### src/rtl/tri_bus_pkg.sv
// tri_bus_pkg: shared types and helpers for the tri-state bus arbiter.
//   state_t : FSM encoding (IDLE=0, GRANT=1, TURN=2)
//   idx_w() : index width for a count of n items (never below 1 bit)
package tri_bus_pkg;

   typedef enum logic [1:0] {
      IDLE  = 2'd0,
      GRANT = 2'd1,
      TURN  = 2'd2
   } state_t;

   function automatic int idx_w(input int n);
      return (n < 2) ? 1 : $clog2(n);
   endfunction

endpackage

### src/rtl/tri_bus_arbiter_rr.sv
// rr_arbiter: combinational rotate-priority pick for the tri-state bus arbiter.
//   req    in  N   request vector
//   ptr    in  IW  last owner; search starts at ptr+1 and wraps
//   onehot out N   one-hot winner (all zero when no request)
//   idx    out IW  winner index (0 when no request)
//   found  out 1   any request present
module rr_arbiter #(
   parameter int N  = 4,
   parameter int IW = 2
) (
   input  logic [N-1:0]  req,
   input  logic [IW-1:0] ptr,
   output logic [N-1:0]  onehot,
   output logic [IW-1:0] idx,
   output logic          found
);

   logic [IW-1:0] cand;

   // Walk from ptr+1 round to ptr itself, so the last owner is checked last.
   always_comb begin
      onehot = '0;
      idx    = '0;
      found  = 1'b0;
      cand   = '0;
      for (int i = 1; i <= N; i++) begin
         cand = IW'((int'(ptr) + i) % N);
         if (!found && req[cand]) begin
            found        = 1'b1;
            onehot[cand] = 1'b1;
            idx          = cand;
         end
      end
   end

endmodule

### src/rtl/tri_bus_arbiter.sv
// tri_bus_arbiter: round-robin owner selection for a shared tri-state bus with
// a guaranteed all-off turnaround gap between owners.
//   clk, rst     clock, asynchronous active-high reset
//   req          per-requester bus request (level)
//   req_data     requester data, slice k = [k*DATA_W +: DATA_W]
//   grant, sel   one-hot owner / buffer output-enable (identical, registered)
//   din          registered owner data for the buffer inputs
//   bus_busy     high while in GRANT or TURN
//   timeout_err  one-cycle pulse on a forced release
// Optional macro TRI_BUS_TIMEOUT_EN adds a MAX_HOLD hold limit per owner;
// without it an owner holds indefinitely and timeout_err stays 0.
module tri_bus_arbiter
   import tri_bus_pkg::*;
#(
   parameter int N_REQ    = 4,
   parameter int DATA_W   = 1,
   parameter int TURN_CYC = 1,
   parameter int MAX_HOLD = 16
) (
   input  logic                    clk,
   input  logic                    rst,
   input  logic [N_REQ-1:0]        req,
   input  logic [N_REQ*DATA_W-1:0] req_data,
   output logic [N_REQ-1:0]        grant,
   output logic [N_REQ-1:0]        sel,
   output logic [DATA_W-1:0]       din,
   output logic                    bus_busy,
   output logic                    timeout_err
);

   localparam int IW = idx_w(N_REQ);
   localparam int TW = idx_w(TURN_CYC);

   state_t            state, next_state;
   logic [IW-1:0]     ptr, pick_idx;
   logic [N_REQ-1:0]  pick_oh, sel_q, sel_n;
   logic              pick_any, owner_req, force_rel, turn_done, take, keep;
   logic [DATA_W-1:0] data_arr [N_REQ];
   logic [DATA_W-1:0] din_n;
   logic [TW-1:0]     turn_cnt;

   for (genvar k = 0; k < N_REQ; k++) begin : g_unpack
      assign data_arr[k] = req_data[k*DATA_W +: DATA_W];
   end

   rr_arbiter #(.N(N_REQ), .IW(IW)) u_rr (
      .req    (req),
      .ptr    (ptr),
      .onehot (pick_oh),
      .idx    (pick_idx),
      .found  (pick_any)
   );

   // ptr doubles as the current owner index while in GRANT.
   assign owner_req = req[ptr];
   assign turn_done = turn_cnt == TW'(TURN_CYC - 1);

`ifdef TRI_BUS_TIMEOUT_EN
   localparam int HW = idx_w(MAX_HOLD);
   logic [HW-1:0] hold_cnt;

   // Counts completed GRANT cycles; zero on the first cycle of each grant.
   always_ff @(posedge clk or posedge rst)
      if (rst) hold_cnt <= '0;
      else     hold_cnt <= (state == GRANT) ? hold_cnt + 1'b1 : '0;

   // An owner dropping req on its last allowed cycle is a normal release.
   assign force_rel = (state == GRANT) && owner_req && (hold_cnt == HW'(MAX_HOLD - 1));
`else
   assign force_rel = 1'b0;
`endif

   always_ff @(posedge clk or posedge rst)
      if (rst) state <= IDLE;
      else     state <= next_state;

   always_comb begin
      next_state = state;
      case (state)
         IDLE:    next_state = pick_any ? GRANT : IDLE;
         GRANT:   next_state = (!owner_req || force_rel) ? TURN : GRANT;
         TURN:    next_state = turn_done ? IDLE : TURN;
         default: next_state = IDLE;
      endcase
   end

   always_comb begin
      take  = (state == IDLE) && pick_any;
      keep  = (state == GRANT) && (next_state == GRANT);
      sel_n = take ? pick_oh : keep ? sel_q : '0;
      din_n = take ? data_arr[pick_idx] : keep ? data_arr[ptr] : '0;
   end

   always_ff @(posedge clk or posedge rst)
      if (rst) begin
         sel_q       <= '0;
         din         <= '0;
         bus_busy    <= 1'b0;
         timeout_err <= 1'b0;
         ptr         <= IW'(N_REQ - 1);
         turn_cnt    <= '0;
      end else begin
         sel_q       <= sel_n;
         din         <= din_n;
         bus_busy    <= next_state != IDLE;
         timeout_err <= force_rel;
         ptr         <= take ? pick_idx : ptr;
         turn_cnt    <= (state == TURN) ? turn_cnt + 1'b1 : '0;
      end

   assign sel   = sel_q;
   assign grant = sel_q;

endmodule
### config.mk
export PLATFORM = sky130hd
export DESIGN_NAME = tri_bus_arbiter
export DESIGN_NICKNAME = d
export VERILOG_FILES = /design/src/rtl/tri_bus_pkg.sv /design/src/rtl/tri_bus_arbiter_rr.sv /design/src/rtl/tri_bus_arbiter.sv
export SDC_FILE = /design/constraint.sdc
export NUM_CORES = 1
export LEC_CHECK = 0
export BUFFER_PORTS_ARGS = -buffer_cell sky130_fd_sc_hd__buf_2
export CORE_UTILIZATION = 51
export CTS_BUF_LIST = sky130_fd_sc_hd__clkbuf_4 sky130_fd_sc_hd__clkbuf_8
export DETAILED_ROUTE_END_ITERATION = 6
export PLACE_DENSITY = 0.81
export SKIP_CTS_REPAIR_TIMING = 1
export SLEW_MARGIN = 30
export SYNTH_ARGS = -nofsm -noshare
export SYNTH_HDL_FRONTEND = slang
export SYNTH_SLANG_ARGS = --single-unit
### constraint.sdc
create_clock -name clk -period 2.53 [get_ports clk]
set_input_delay 0.3795 -clock clk [delete_from_list [all_inputs] [get_ports clk]]
set_output_delay 0.3795 -clock clk [all_outputs]
set_load 0.01 [all_outputs]
Word-level counts from Yosys, hierarchy flattened
Cells that the tools add are included.
{"block": "op_classes", "reduce_logical": 14, "bitwise": 5, "add_sub_neg": 5, "eq_ne": 4, "order_cmp": 11, "mux": 45}
{"op": "2-to-1 mux 4 bit", "count": 6}
{"op": "2-to-1 mux 1 bit", "count": 21}
{"op": "< comparator 2 x 3 -> 1 bit (second input constant)", "count": 5}
{"op": "binary-select mux 1 bit (select 2 bit)", "count": 7}
{"op": "2-to-1 mux 2 bit", "count": 6}
{"op": "bitwise OR 4 bit", "count": 3}
{"op": "logical AND 1 bit", "count": 9}
{"op": "demux 1 bit (select 2 bit)", "count": 4}
{"op": "greater-or-equal comparator 2 x 1 -> 1 bit (second input constant)", "count": 4}
{"op": "greater-or-equal comparator 3 bit (second input constant)", "count": 2}
{"op": "NOT 2 -> 3 bit", "count": 2}
{"op": "case mux 2 bit (3 select lines)", "count": 1}
{"op": "adder 2 x 1 -> 2 bit (second input constant)", "count": 2}
{"op": "adder 2 bit (second input constant)", "count": 2}
{"op": "equality test 2 x 1 -> 1 bit (second input constant)", "count": 2}
{"op": "zero test 1 bit", "count": 3}
{"op": "equality test 2 bit (second input constant)", "count": 1}
{"op": "zero test 2 bit", "count": 1}
{"op": "!= test 2 x 1 -> 1 bit (second input constant)", "count": 1}
{"op": "nonzero test 2 bit", "count": 1}
{"op": "adder 1 bit (second input constant)", "count": 1}
{"block": "word_totals", "out_inout_bits": 11, "reg_bits": 11, "input_bits": 10, "elab_cells": 90}

Logic depth before layout (Yosys ltp)
{"block": "logic_depth", "word_depth": 19, "mapped_depth": 10, "depth_no_buf": 8}

Hierarchy
From an unflattened synthesis, not the netlist that was laid out.
{"block": "hier_totals", "cells_unflattened": 127, "area_unflattened_um2": 1177.4}
{"module": "rr_arbiter", "cells_per_inst": 86, "area_per_inst_um2": 629.4, "n_inst": 1, "seq_area_each_um2": 0.0}
{"module": "tri_bus_arbiter", "cells_per_inst": 41, "area_per_inst_um2": 548.0, "n_inst": 1, "seq_area_each_um2": 277.8}

Worst setup path before layout
No wires, ideal clock.
{"block": "synth_timing", "path_type": "register -> register", "from": "register ptr[1]", "to": "register din", "slack_ns": -0.092, "synth_period_minus_slack_ns": 2.622, "stages_incl_launch_ff": 9, "t_arrival_ns": 2.492, "setup_time_ns": 0.130, "cell_sequence": "dfstp_2 > buf_2 > inv_1 > ha_1 > mux4_2 > clkbuf_1 > o32ai_1 > o22a_1 > o211ai_1"}
{"block": "synth_via", "elab_chain_cells": 19, "word_cells_on_any_way": 44, "classes_between": "add/sub (4); eq/ne (1); mux (29); bitwise (2); reduce/logical (8)"}
{"element": "start, declared", "line": "tri_bus_arbiter.sv:35", "text": "logic [IW-1:0] ptr, pick_idx;"}
{"element": "start signal, assigned", "line": "tri_bus_arbiter.sv:100", "text": "ptr <= IW'(N_REQ - 1);"}
{"element": "start signal, assigned", "line": "tri_bus_arbiter.sv:107", "text": "ptr <= take ? pick_idx : ptr;"}
{"element": "adder 2 x 1 -> 2 bit", "line": "tri_bus_arbiter_rr.sv:27", "text": "cand = IW'((int'(ptr) + i) % N);"}
{"element": "binary-select mux 1 bit (select 2 bit)", "line": "tri_bus_arbiter_rr.sv:28", "text": "if (!found && req[cand]) begin"}
{"element": "2-to-1 mux 1 bit (implied by the code)", "line": "tri_bus_arbiter_rr.sv:28"}
{"element": "2-to-1 mux 1 bit", "line": "tri_bus_arbiter_rr.sv:28"}
{"element": "zero test 1 bit", "line": "tri_bus_arbiter_rr.sv:28"}
{"element": "logical AND 1 bit", "line": "tri_bus_arbiter_rr.sv:28"}
{"element": "2-to-1 mux 1 bit", "line": "tri_bus_arbiter_rr.sv:28"}
{"element": "zero test 1 bit", "line": "tri_bus_arbiter_rr.sv:28"}
{"element": "[4 not listed]"}
{"element": "2-to-1 mux 1 bit", "line": "tri_bus_arbiter_rr.sv:28"}
{"element": "2-to-1 mux 1 bit", "line": "tri_bus_arbiter.sv:80", "text": "IDLE: next_state = pick_any ? GRANT : IDLE;"}
{"element": "case mux 2 bit (3 select lines)", "line": "tri_bus_arbiter.sv:79", "text": "case (state)"}
{"element": "equality test 2 x 1 -> 1 bit", "line": "tri_bus_arbiter.sv:89", "text": "keep = (state == GRANT) && (next_state == GRANT);"}
{"element": "logical AND 1 bit", "line": "tri_bus_arbiter.sv:89"}
{"element": "2-to-1 mux 1 bit", "line": "tri_bus_arbiter.sv:91", "text": "din_n = take ? data_arr[pick_idx] : keep ? data_arr[ptr] : '0;"}
{"element": "2-to-1 mux 1 bit (*)", "line": "tri_bus_arbiter.sv:91"}
{"element": "net din_n", "line": "tri_bus_arbiter.sv:39", "text": "logic [DATA_W-1:0] din_n;"}
{"element": "end signal, assigned", "line": "tri_bus_arbiter.sv:104", "text": "din <= din_n;"}
{"element": "end, declared", "line": "tri_bus_arbiter.sv:26", "text": "output logic [DATA_W-1:0] din,"}
The timed path passes the listed nets; every way through them passes the cells marked *. The select of a mux whose other input is x is not followed.
A chain may end at the register's enable or synchronous reset.

Worst setup path after layout
{"block": "layout_timing", "from": "register ptr[0]", "to": "register din"}
The elaborated chain is that of the path after synthesis.

==> impl_metrics.csv <==
group,metric,value,unit
run_status,status,"completed",
global_route,grt.total_usage,0.218,
flow_run,cap_violations,0,
synthesis,synth.distinct_cells,39,
synthesis,synth_seq_cells,11,
global_route,overflow,0,
global_route,grt_pass1_vias,762,
power,power.leakage,0.000542,uW
power,clkPwrFrac,0.073,
drt,drt_pass1_iterations,4,
sta,timing.fmax,411,MHz
drt,vias,919,
drt,ant_nets,0,
clock_tree,cts_buffers,3,
synthesis,synth-edff-count,0,
floorplanning,initial_utilization,0.548,
final_layout,fin_area,1220,um^2
sta,fin_crit_sh,0.962,
floorplanning,row_count,16,
drt,drt_iter0_drc,26,
setup_path,r2r_end,"din",
sta,setup_viol,0,
setup_path,r2r_slack,90,ps
power,power.density,1360,nW/um^2
drt,wl_met2,1.04,mm
drt,drc_errors,0,
global_route,grt_first_pass_wirelength,3.48,mm
clock_tree,root_buffer,"clkbuf_4",
sta,skew,7.30,ps
place,numPortBuffers,19,
power,ir_drop,0.000804,V
place,place.gp.congestion,0.855,
synthesis,synth_flop_cell,"dfrtp_1",
synthesis,async_flop_share,1.00,
clock_tree,clk_path_buf_depth,2,
floorplanning,boundaryPins,21,
floorplanning,die_h,47.9,um
setup_path,crit_path_end_kind,"flop",
power,pwr-share-seq,0.174,
setup_path,r2r_start,"ptr[0]",
clock_tree,clk_latency,270,ps
synthesis,ys_seq_area_frac,0.258,
setup_path,worstPathArrival,2620,ps
clock_tree,cts_tree,"done",
setup_path,crit_required,2720,ps
place,place_area,1170,um^2
final_layout,finalNonFillerCells,159,
global_route,antenna_found_initial,0,
clock_tree,clock_sinks,11,
sta,final.min_clock_period,2440,ps
sta,hold_violations,0,
sta,fin_setup_tns,0,ps
floorplanning,core_area,1960,um^2
drt,wl_per_cell,13.7,um
synthesis,ys_warn_count,0,
synthesis,synth_nets,134,
power,p_int,871,uW
drt,post_drt_via_cell_ratio,5.78,
place,hpwl,1.68,mm
setup_path,reg2regPathDepth,7,
synthesis,syn-instance-count,116,
final_layout,fillers,175,
power,sw_frac_of_total,0.476,
final_layout,antenna_cells,0,
place,dp.cells,155,
clock_tree,h-tree-depth,1,
final_layout,multi_input_area,721,um^2
floorplanning,die_x,47.9,um
drt,wl_met3,86,um
floorplanning,fp.dieArea,2290,um^2
drt,m1WireLength,1.02,mm
final_layout,ff_latch_area,278,um^2
worst_hold_path,hold_path.class,"in -> async",
power,combPwrFrac,0.753,
drt,top_layer,"met4",
setup_path,critPathKind,"reg -> reg",
clock_tree,clk_pin_slew,80,ps
setup_path,cp_max_fo,20,
synthesis,netlist_area,1070,um^2
synthesis,synth.avg_cell_area,9.27,um^2
sta,grt_setup_unrepaired,"true",
drt,routed_wl,2.19,mm
final_layout,area_delta_synth_final,13.4,%
final_layout,drive_above_1_share,0.341,
global_route,grt_max_degree,21,
power,power.switching,791,uW
sta,report.final.slew_viol_count,0,
final_layout,nets,151,
setup_path,start_kind,"flop",
## Yosys cell counts, types with 2 or more instances
cell | number | area [um^2]
a21oi_1 | 4 | 20.0
nor3_1 | 4 | 20.0
inv_1 | 4 | 15.0
nor2b_1 | 2 | 12.5
o32ai_1 | 2 | 17.5
a22oi_1 | 4 | 30.0
nand2_1 | 8 | 30.0
buf_6 | 2 | 22.5
ha_1 | 8 | 100
mux4_2 | 5 | 113
clkbuf_1 | 2 | 7.51
dfstp_2 | 2 | 52.6
buf_4 | 5 | 37.5
dfrtp_1 | 9 | 225
buf_2 | 4 | 20.0
a221oi_1 | 4 | 35.0
nor2_1 | 11 | 41.3
nand3_1 | 2 | 10.0
nand2b_1 | 3 | 18.8
mux2i_1 | 3 | 30.0
o21ai_0 | 10 | 50.1
## sequential cells by signal, summed over array words and instances (netlist names)
name,cells
state,2
bus_busy,1
din,1
grant,4
turn_cnt,1
ptr,2
## per-layer routing
layer / vias to the layer above / global-route usage
li1: 461 / -
met1: 421 / 0.271
met2: 31 / 0.373
met3: 6 / 0.0415
met4: 0 / 0.0778
met5: - / 0
## stage by stage
stage | hold WS (ps) | utilization | power (uW) | worst slack [ps]
floorplan | 231 | - | 1270 | -4.03
finish | 75.9 | 0.621 | 1660 | 94.9
global route | 116 | 0.621 | 1810 | -1.48
CTS | 93.6 | 0.612 | 1620 | 52.6
global placement | 379 | 0.598 | 1470 | 120
detailed placement | 382 | 0.598 | 1500 | 75.4
## power by group through the flow
stage,combinational (uW),sequential (uW),clock [uW]
after floorplan,959,314,0
final,1250,289,122
after global routing,1380,298,129
after global placement,1180,289,0
after detailed placement,1200,292,0
after CTS,1210,288,121
## layout by cell type, fill, tap and decap left out, types with 3 or more instances in the layout
master     n
mux4_2     5
buf_4      5
dfrtp_1    9
a221oi_1   4
nand2_1    8
buf_2     19
ha_1       7
a21oi_1    3
o21ai_0   10
mux2i_1    3
a22oi_1    4
nor2_1    11
clkbuf_4   3
inv_1      3
nand2b_1   3
## worst max-delay path by stage
stage          cells past startpoint  slack, ps  startpoint       end
2_1_floorplan                      8         -4      ptr[0]       din
3_3_place_gp                       7        120      ptr[0]       din
3_5_place_dp                       7         80      ptr[1]  grant[2]
4_1_cts                            7         50      ptr[1]  grant[2]
5_1_grt                            7         -1      ptr[0]       din
6_report                           7         90      ptr[0]       din
## cell type report
| class | instances | share of cell area |
|---|---|---|
| multi-input cells | 88 | 0.591 |
| flip-flops and latches | 11 | 0.228 |
| repair buffers | 25 | 0.118 |
| well taps | 27 | 0.0277 |
| clock buffers | 3 | 0.0185 |
| inverters | 4 | 0.0123 |
| clock inverters | 1 | 0.00411 |
## critical path: stages, from the launching register on
cell and delay [ps]:
dfstp_2 540, buf_6 200, mux4_2 610, nand2b_1 240, a21oi_2 210, o311ai_1 100, a311o_1 340, o211ai_1 90
## cell families (layout without fill, tap and decap cells)
group	after synthesis	after routing	share of synthesized area
AND/OR/NAND/NOR	36	36	0.169
flip-flops	11	11	0.258
AO/OA/AOI/OAI	33	33	0.229
adder cells (fa/ha/maj)	8	8	0.0931
multiplexers	9	9	0.143
other	1	1	0.00349
XOR/XNOR	1	1	0.00815
buffers and inverters	17	33	0.0955
No activity file was read; power rests on OpenSTA's default activity.
